## config.mk

```make
export PLATFORM = sky130hd
export DESIGN_NAME = mips_multicycle
export DESIGN_NICKNAME = d
export VERILOG_FILES = /design/src/rtl/mips_multicycle.sv
export SDC_FILE = /design/constraint.sdc
export NUM_CORES = 2
export LEC_CHECK = 0
export BUFFER_PORTS_ARGS = -buffer_cell sky130_fd_sc_hd__buf_4
export CORE_UTILIZATION = 50
export DETAILED_ROUTE_END_ITERATION = 7
export GPL_TIMING_DRIVEN = 1
export PLACE_DENSITY_LB_ADDON = 0.05
export SLEW_MARGIN = 20
export SYNTH_ARGS = -nofsm -noshare
export SYNTH_HDL_FRONTEND = slang
export SYNTH_SLANG_ARGS = --single-unit
```

## constraint.sdc

```tcl
create_clock -name clk -period 9.6 [get_ports clk]
set_input_delay 0.48 -clock clk [delete_from_list [all_inputs] [get_ports clk]]
set_output_delay 0.48 -clock clk [all_outputs]
set_load 0.02 [all_outputs]
```

## src/rtl/mips_multicycle.sv

```systemverilog
// rtl/mips_multicycle.sv - multicycle MIPS-subset core with one shared memory port
// Optional bne support when MIPS_MC_BNE_EN is defined.
module mips_multicycle #(
    parameter logic [31:0] RESET_PC = 32'h0000_0000,
    parameter int          ADDR_W   = 32,
    parameter int          TEST_REG = 2
) (
    input  logic              clk,
    input  logic              reset,
    output logic              mem_req,
    output logic              mem_we,
    output logic [ADDR_W-1:0] mem_addr,
    output logic [31:0]       mem_wdata,
    input  logic              mem_ready,
    input  logic [31:0]       mem_rdata,
    output logic              illegal_op,
    output logic [15:0]       test_value
);
    localparam logic [5:0] OP_RTYPE = 6'h00, OP_J = 6'h02, OP_BEQ = 6'h04, OP_BNE = 6'h05;
    localparam logic [5:0] OP_ADDI = 6'h08, OP_LW = 6'h23, OP_SW = 6'h2B;

    typedef enum logic [3:0] {
        S_IDLE, S_FETCH, S_DECODE, S_MEMADR, S_MEMRD, S_MEMWB, S_MEMWR,
        S_EXEC, S_ALUWB, S_ADDIEX, S_ADDIWB, S_BRANCH, S_JUMP
    } state_t;

    state_t      state, next_state;
    logic [31:0] pc, ir, mdr, a, b, aluout;
    logic [31:0] regs [32];

    logic [5:0]  op, funct;
    logic [4:0]  rs, rt, rd;
    logic [31:0] signimm, alu_r, addr_full;
    logic        funct_ok, take;
    logic        rf_we;
    logic [4:0]  rf_wa;
    logic [31:0] rf_wd;

    assign op      = ir[31:26];
    assign rs      = ir[25:21];
    assign rt      = ir[20:16];
    assign rd      = ir[15:11];
    assign funct   = ir[5:0];
    assign signimm = {{16{ir[15]}}, ir[15:0]};

    always_comb begin
        alu_r    = '0;
        funct_ok = 1'b1;
        case (funct)
            6'h20:   alu_r = a + b;
            6'h22:   alu_r = a - b;
            6'h24:   alu_r = a & b;
            6'h25:   alu_r = a | b;
            6'h2A:   alu_r = {31'b0, $signed(a) < $signed(b)};
            default: funct_ok = 1'b0;
        endcase
    end

`ifdef MIPS_MC_BNE_EN
    assign take = (op == OP_BNE) ? (a != b) : (a == b);
`else
    assign take = (a == b);
`endif

    // Data accesses use the address computed in MEMADR; everything else points at PC.
    assign addr_full  = (state == S_MEMRD || state == S_MEMWR) ? aluout : pc;
    assign mem_addr   = addr_full[ADDR_W-1:0];
    assign mem_wdata  = (state == S_MEMWR) ? b : 32'h0;
    assign test_value = regs[TEST_REG][15:0];

    always_ff @(posedge clk or negedge reset) begin
        if (!reset) state <= S_IDLE;
        else        state <= next_state;
    end

    always_comb begin
        next_state = state;
        mem_req    = 1'b0;
        mem_we     = 1'b0;
        illegal_op = 1'b0;
        case (state)
            S_IDLE:  next_state = S_FETCH;
            S_FETCH: begin
                mem_req = 1'b1;
                if (mem_ready) next_state = S_DECODE;
            end
            S_DECODE: begin
                case (op)
                    OP_LW, OP_SW: next_state = S_MEMADR;
                    OP_RTYPE: begin
                        if (funct_ok) next_state = S_EXEC;
                        else begin
                            illegal_op = 1'b1;
                            next_state = S_FETCH;
                        end
                    end
                    OP_BEQ:  next_state = S_BRANCH;
`ifdef MIPS_MC_BNE_EN
                    OP_BNE:  next_state = S_BRANCH;
`endif
                    OP_ADDI: next_state = S_ADDIEX;
                    OP_J:    next_state = S_JUMP;
                    default: begin
                        illegal_op = 1'b1;
                        next_state = S_FETCH;
                    end
                endcase
            end
            S_MEMADR: next_state = (op == OP_LW) ? S_MEMRD : S_MEMWR;
            S_MEMRD: begin
                mem_req = 1'b1;
                if (mem_ready) next_state = S_MEMWB;
            end
            S_MEMWR: begin
                mem_req = 1'b1;
                mem_we  = 1'b1;
                if (mem_ready) next_state = S_FETCH;
            end
            S_EXEC:   next_state = S_ALUWB;
            S_ADDIEX: next_state = S_ADDIWB;
            S_MEMWB, S_ALUWB, S_ADDIWB, S_BRANCH, S_JUMP: next_state = S_FETCH;
            default:  next_state = S_IDLE;
        endcase
    end

    always_comb begin
        rf_we = 1'b0;
        rf_wa = rt;
        rf_wd = aluout;
        case (state)
            S_MEMWB: begin rf_we = 1'b1; rf_wd = mdr; end
            S_ALUWB: begin rf_we = 1'b1; rf_wa = rd; end
            S_ADDIWB: rf_we = 1'b1;
            default: ;
        endcase
    end

    // $0 is never written, so reading it always yields zero.
    always_ff @(posedge clk or negedge reset) begin
        if (!reset) begin
            for (int i = 0; i < 32; i++) regs[i] <= '0;
        end else if (rf_we && rf_wa != 5'd0) begin
            regs[rf_wa] <= rf_wd;
        end
    end

    always_ff @(posedge clk or negedge reset) begin
        if (!reset) begin
            pc     <= RESET_PC;
            ir     <= '0;
            mdr    <= '0;
            a      <= '0;
            b      <= '0;
            aluout <= '0;
        end else begin
            case (state)
                S_FETCH: if (mem_ready) begin
                    ir <= mem_rdata;
                    pc <= pc + 32'd4;
                end
                S_DECODE: begin
                    a      <= regs[rs];
                    b      <= regs[rt];
                    aluout <= pc + (signimm << 2);
                end
                S_MEMADR, S_ADDIEX: aluout <= a + signimm;
                S_MEMRD:  if (mem_ready) mdr <= mem_rdata;
                S_EXEC:   aluout <= alu_r;
                S_BRANCH: if (take) pc <= aluout;
                S_JUMP:   pc <= {pc[31:28], ir[25:0], 2'b00};
                default: ;
            endcase
        end
    end
endmodule

```

==> reports/qor.csv <==
metric,value,unit
Max Clock Freq,205,MHz
Synth Instances,6405,
post-route insts no fill,8104,
status,completed,
reg-to-reg endpoint,regs[908],
asr flop ratio synth,100,%
Pins Over Slew Limit,0,
Comb power frac,47.4,%
CP Buf/Inv Count,3,
Post-synth EDFFs,0,
Yosys reg bits,1220,
largest delay contributor family on the critical path,buffers and inverters,
worst slew pin tran,1280,ps
Core Region,136000,µm²
Max stage delay on crit path,780,ps
Max-slew headroom,14.9,%
largest net degree at the start of global routing,164,
Iter 0 DRT Violations,5611,
Post-Syn Area,69000,µm²
CP required,10300,ps
area of the multi-input gates,36200,µm²
cells on worst reg2reg path,9,
crit path kind,reg -> reg,
Clock Tree Root,clkbuf_16,
"Cell Chain, Critical Path","clkinv_1, nor3_4, buf_4, a21oi_1, or3_1, nor2_4, buf_4, nor2_1, a21oi_1",
power share of the clock group,19.8,%
Flop pwr share,32.8,%
Overall Power,27100,µW
internal cell power,15400,µW
Sw Pwr,11700,µW
DR DRC count,0,
die area,140000,µm²
"Reg clk slew, reported paths",60,ps
IO buf count,117,
Synth Flop Type,dfrtp_1,
vias per inst,6.46,
Adder-Cell Fraction of Synth Area,2.98,%
first-pass GRT wire length,354000,µm
synthesis-to-layout area growth,10.6,%
Register Area,30600,µm²
mux contribution to synthesized area,24.0,%
Starting Density,50.7,%
initial antenna violation count,8,
Crit. End Element,flop,
final setup TNS,0,ps
Final Cycle Share,50.7,%
CTS tree,yes,
yosys warns,0,
Inst Count DP,7819,
sequential fraction of the synthesis area,44.2,%
clk_lat worst skew,790,ps
DP HPWL,151000,µm
Tmin final,4870,ps
clock sinks,1220,
Clock H-tree levels,4,
vias after detailed routing,52346,
Total GRT Usage,34.6,%
"Slowest-stage cell, CP",buf_4,
GPL Wtd Cong,1.01,
ANT nets after route,0,
Post-Syn Area per Cell,10.8,µm²
post-CTS sizing,0,
vias in the first global route,50774,
total gr overflow,0,
# IOs,118,
xor and xnor area share after synthesis,0.825,%
reg2reg start,state[0],
Layout Nets,6409,
Switching Fraction,43.2,%
Die Ht,374,µm
syn_nets,6601,
crit path from,state[0],
Max Root-Sink Buffers,3,
crit path max fanout,42,
share of cells above drive strength 1,20.6,%
die width,374,µm
FP Rows,135,
CTS Buf Count,139,
drt pass-1 iters,6,
LEAKAGE,0.0330,µW
CP arrival,5570,ps
post-synthesis simple-gate area fraction,9.90,%
DR WL/cell,29.5,µm
Final Setup Violations,0,
CP Launch Type,flop,
Compound-Gate Fraction of Synth Area,14.0,%
pwr dens,355,nW/µm²
hold crit path type,in -> reg,
Reg2Reg Setup Slack,4730,ps
maximum vdd drop,325,µV
synth unique cells,85,
clock skew,29.4,ps
routed wire length,239000,µm
MaxCap Viol Count,0,
Layout fillers,11719,
RSZ-0062 raised after global routing,false,
Levels on crit path,9,
Fin. Hold Viols,0,
largest family of logic cells by synthesized area,multiplexers,
Worst setup endpoint,regs[908],
Final Util,56.1,%
## worst register-to-register path: stages (launching register included)
cell      delay [ps]
dfrtp_1          760
clkinv_1         460
nor3_4           290
buf_4            780
a21oi_1          390
or3_1            470
nor2_4           710
buf_4            660
nor2_1           140
a21oi_1          140
## timing repair
action                                  in CTS  in global routing
buffers inserted                             0                  0
hold buffers                                33                  0
endpoints found under the setup margin       0                  0
endpoints found under the hold margin      198                  0
## flip-flops by register name, indices dropped and copies added (netlist names)
| name | count |
|---|---|
| a | 32 |
| aluout | 32 |
| b | 32 |
| ir | 32 |
| mdr | 32 |
| pc | 32 |
| regs | 1008 |
| state | 4 |
| test_value | 16 |
## final cells by class
class                           instances  area share, %
Multi-Input combinational cell       4464           47.5
Clock inverter                         51          0.708
Clock buffer                          197           5.27
Antenna cell                            3        0.00984
Timing Repair Buffer                  272           3.02
Tap cell                             1781           2.92
Sequential cell                      1220           40.1
Inverter                              116          0.570
## synthesized netlist by cell type (6+ instances only)
cell type / count / area share [%]
dfrtp_1: 1220 / 44
o21ai_0: 743 / 5.4
nand2_1: 739 / 4.0
nor2_1: 664 / 3.6
a21oi_1: 652 / 4.7
mux4_2: 640 / 21
clkbuf_1: 517 / 2.8
ha_1: 157 / 2.8
inv_1: 114 / 0.62
mux2i_1: 103 / 1.5
mux2_2: 97 / 1.6
and3_1: 61 / 0.55
buf_1: 56 / 0.30
a21o_1: 47 / 0.51
nor3_1: 46 / 0.33
xnor2_1: 46 / 0.58
a31oi_1: 35 / 0.32
nand3_1: 35 / 0.25
a211oi_1: 33 / 0.36
a221oi_1: 23 / 0.29
o21a_1: 21 / 0.23
o22ai_1: 19 / 0.17
xor2_1: 19 / 0.24
nand2b_1: 18 / 0.16
buf_4: 17 / 0.18
o21bai_1: 16 / 0.17
nor2b_1: 15 / 0.14
o31ai_1: 15 / 0.16
buf_2: 14 / 0.10
nand4_1: 14 / 0.13
nor4_1: 13 / 0.12
nor3b_1: 12 / 0.13
o211ai_1: 12 / 0.13
a22oi_1: 11 / 0.12
o31a_1: 11 / 0.14
a22o_1: 10 / 0.13
a211o_1: 8 / 0.10
or3_1: 8 / 0.073
o21ai_1: 7 / 0.051
a221o_1: 6 / 0.087
and2_1: 6 / 0.054
and4_1: 6 / 0.076
or2_2: 6 / 0.054
## metrics by stage
step                hold WS, ps  cell area, µm²  worst slack, ps
floorplan                   184           69000             6230
global placement            376           71300             4840
detailed placement          383           71400             4780
CTS                        93.3           76300             4770
global route                189           76300             4480
finish                      145           76300             4730
## metal layers
metal / global-route usage, % / share of wire (%) / vias to the layer above
met3: 6.32 / 7.8 / 425
met5: 0 / 0.013 / -
li1: - / - / 22988
met1: 49.3 / 42 / 26769
met4: 14.0 / 4.2 / 4
met2: 52.7 / 46 / 2160
## layout by cell type, fill, tap and decap left out, drive strengths merged, types with 21 or more instances in the layout
cell type / instances
a211oi: 34
a21o: 47
a21oi: 656
a221oi: 24
a31oi: 35
and3: 61
buf: 239
clkbuf: 197
clkinv: 42
dfrtp: 1220
dlygate4sd3: 33
ha: 157
inv: 118
mux2: 98
mux2i: 103
mux4: 640
nand2: 739
nand3: 35
nor2: 664
nor3: 48
o21a: 21
o21ai: 750
xnor2: 46
## logic make-up after synthesis
kind of cell,count (synthesis)
AOI/OAI and AO/OA,1736
and+or+nand+nor,1660
DFF,1220
muxes,841
buffers and inverters,721
adders and majority gates,162
xor gates and xnor gates,65
## power groups by stage
stage / Sequential (µW) / Clock, µW / Combinational (µW)
6_report: 8890 / 5370 / 12800
5_1_grt: 9090 / 5650 / 13800
4_1_cts: 8830 / 5440 / 12700
3_5_place_dp: 8900 / 0 / 12700
3_3_place_gp: 8820 / 0 / 12600
2_1_floorplan: 7780 / 0 / 9320
## worst min path at each step
stage	cells past startpoint	from	endpoint
2_1_floorplan	0	reset	a[0]
3_3_place_gp	0	regs[1007]	regs[1007]
3_5_place_dp	0	regs[1000]	regs[1000]
4_1_cts	4	mem_ready	state[1]
5_1_grt	4	mem_ready	state[2]
6_report	4	mem_ready	state[1]
Power figures use the tool's default switching activity.
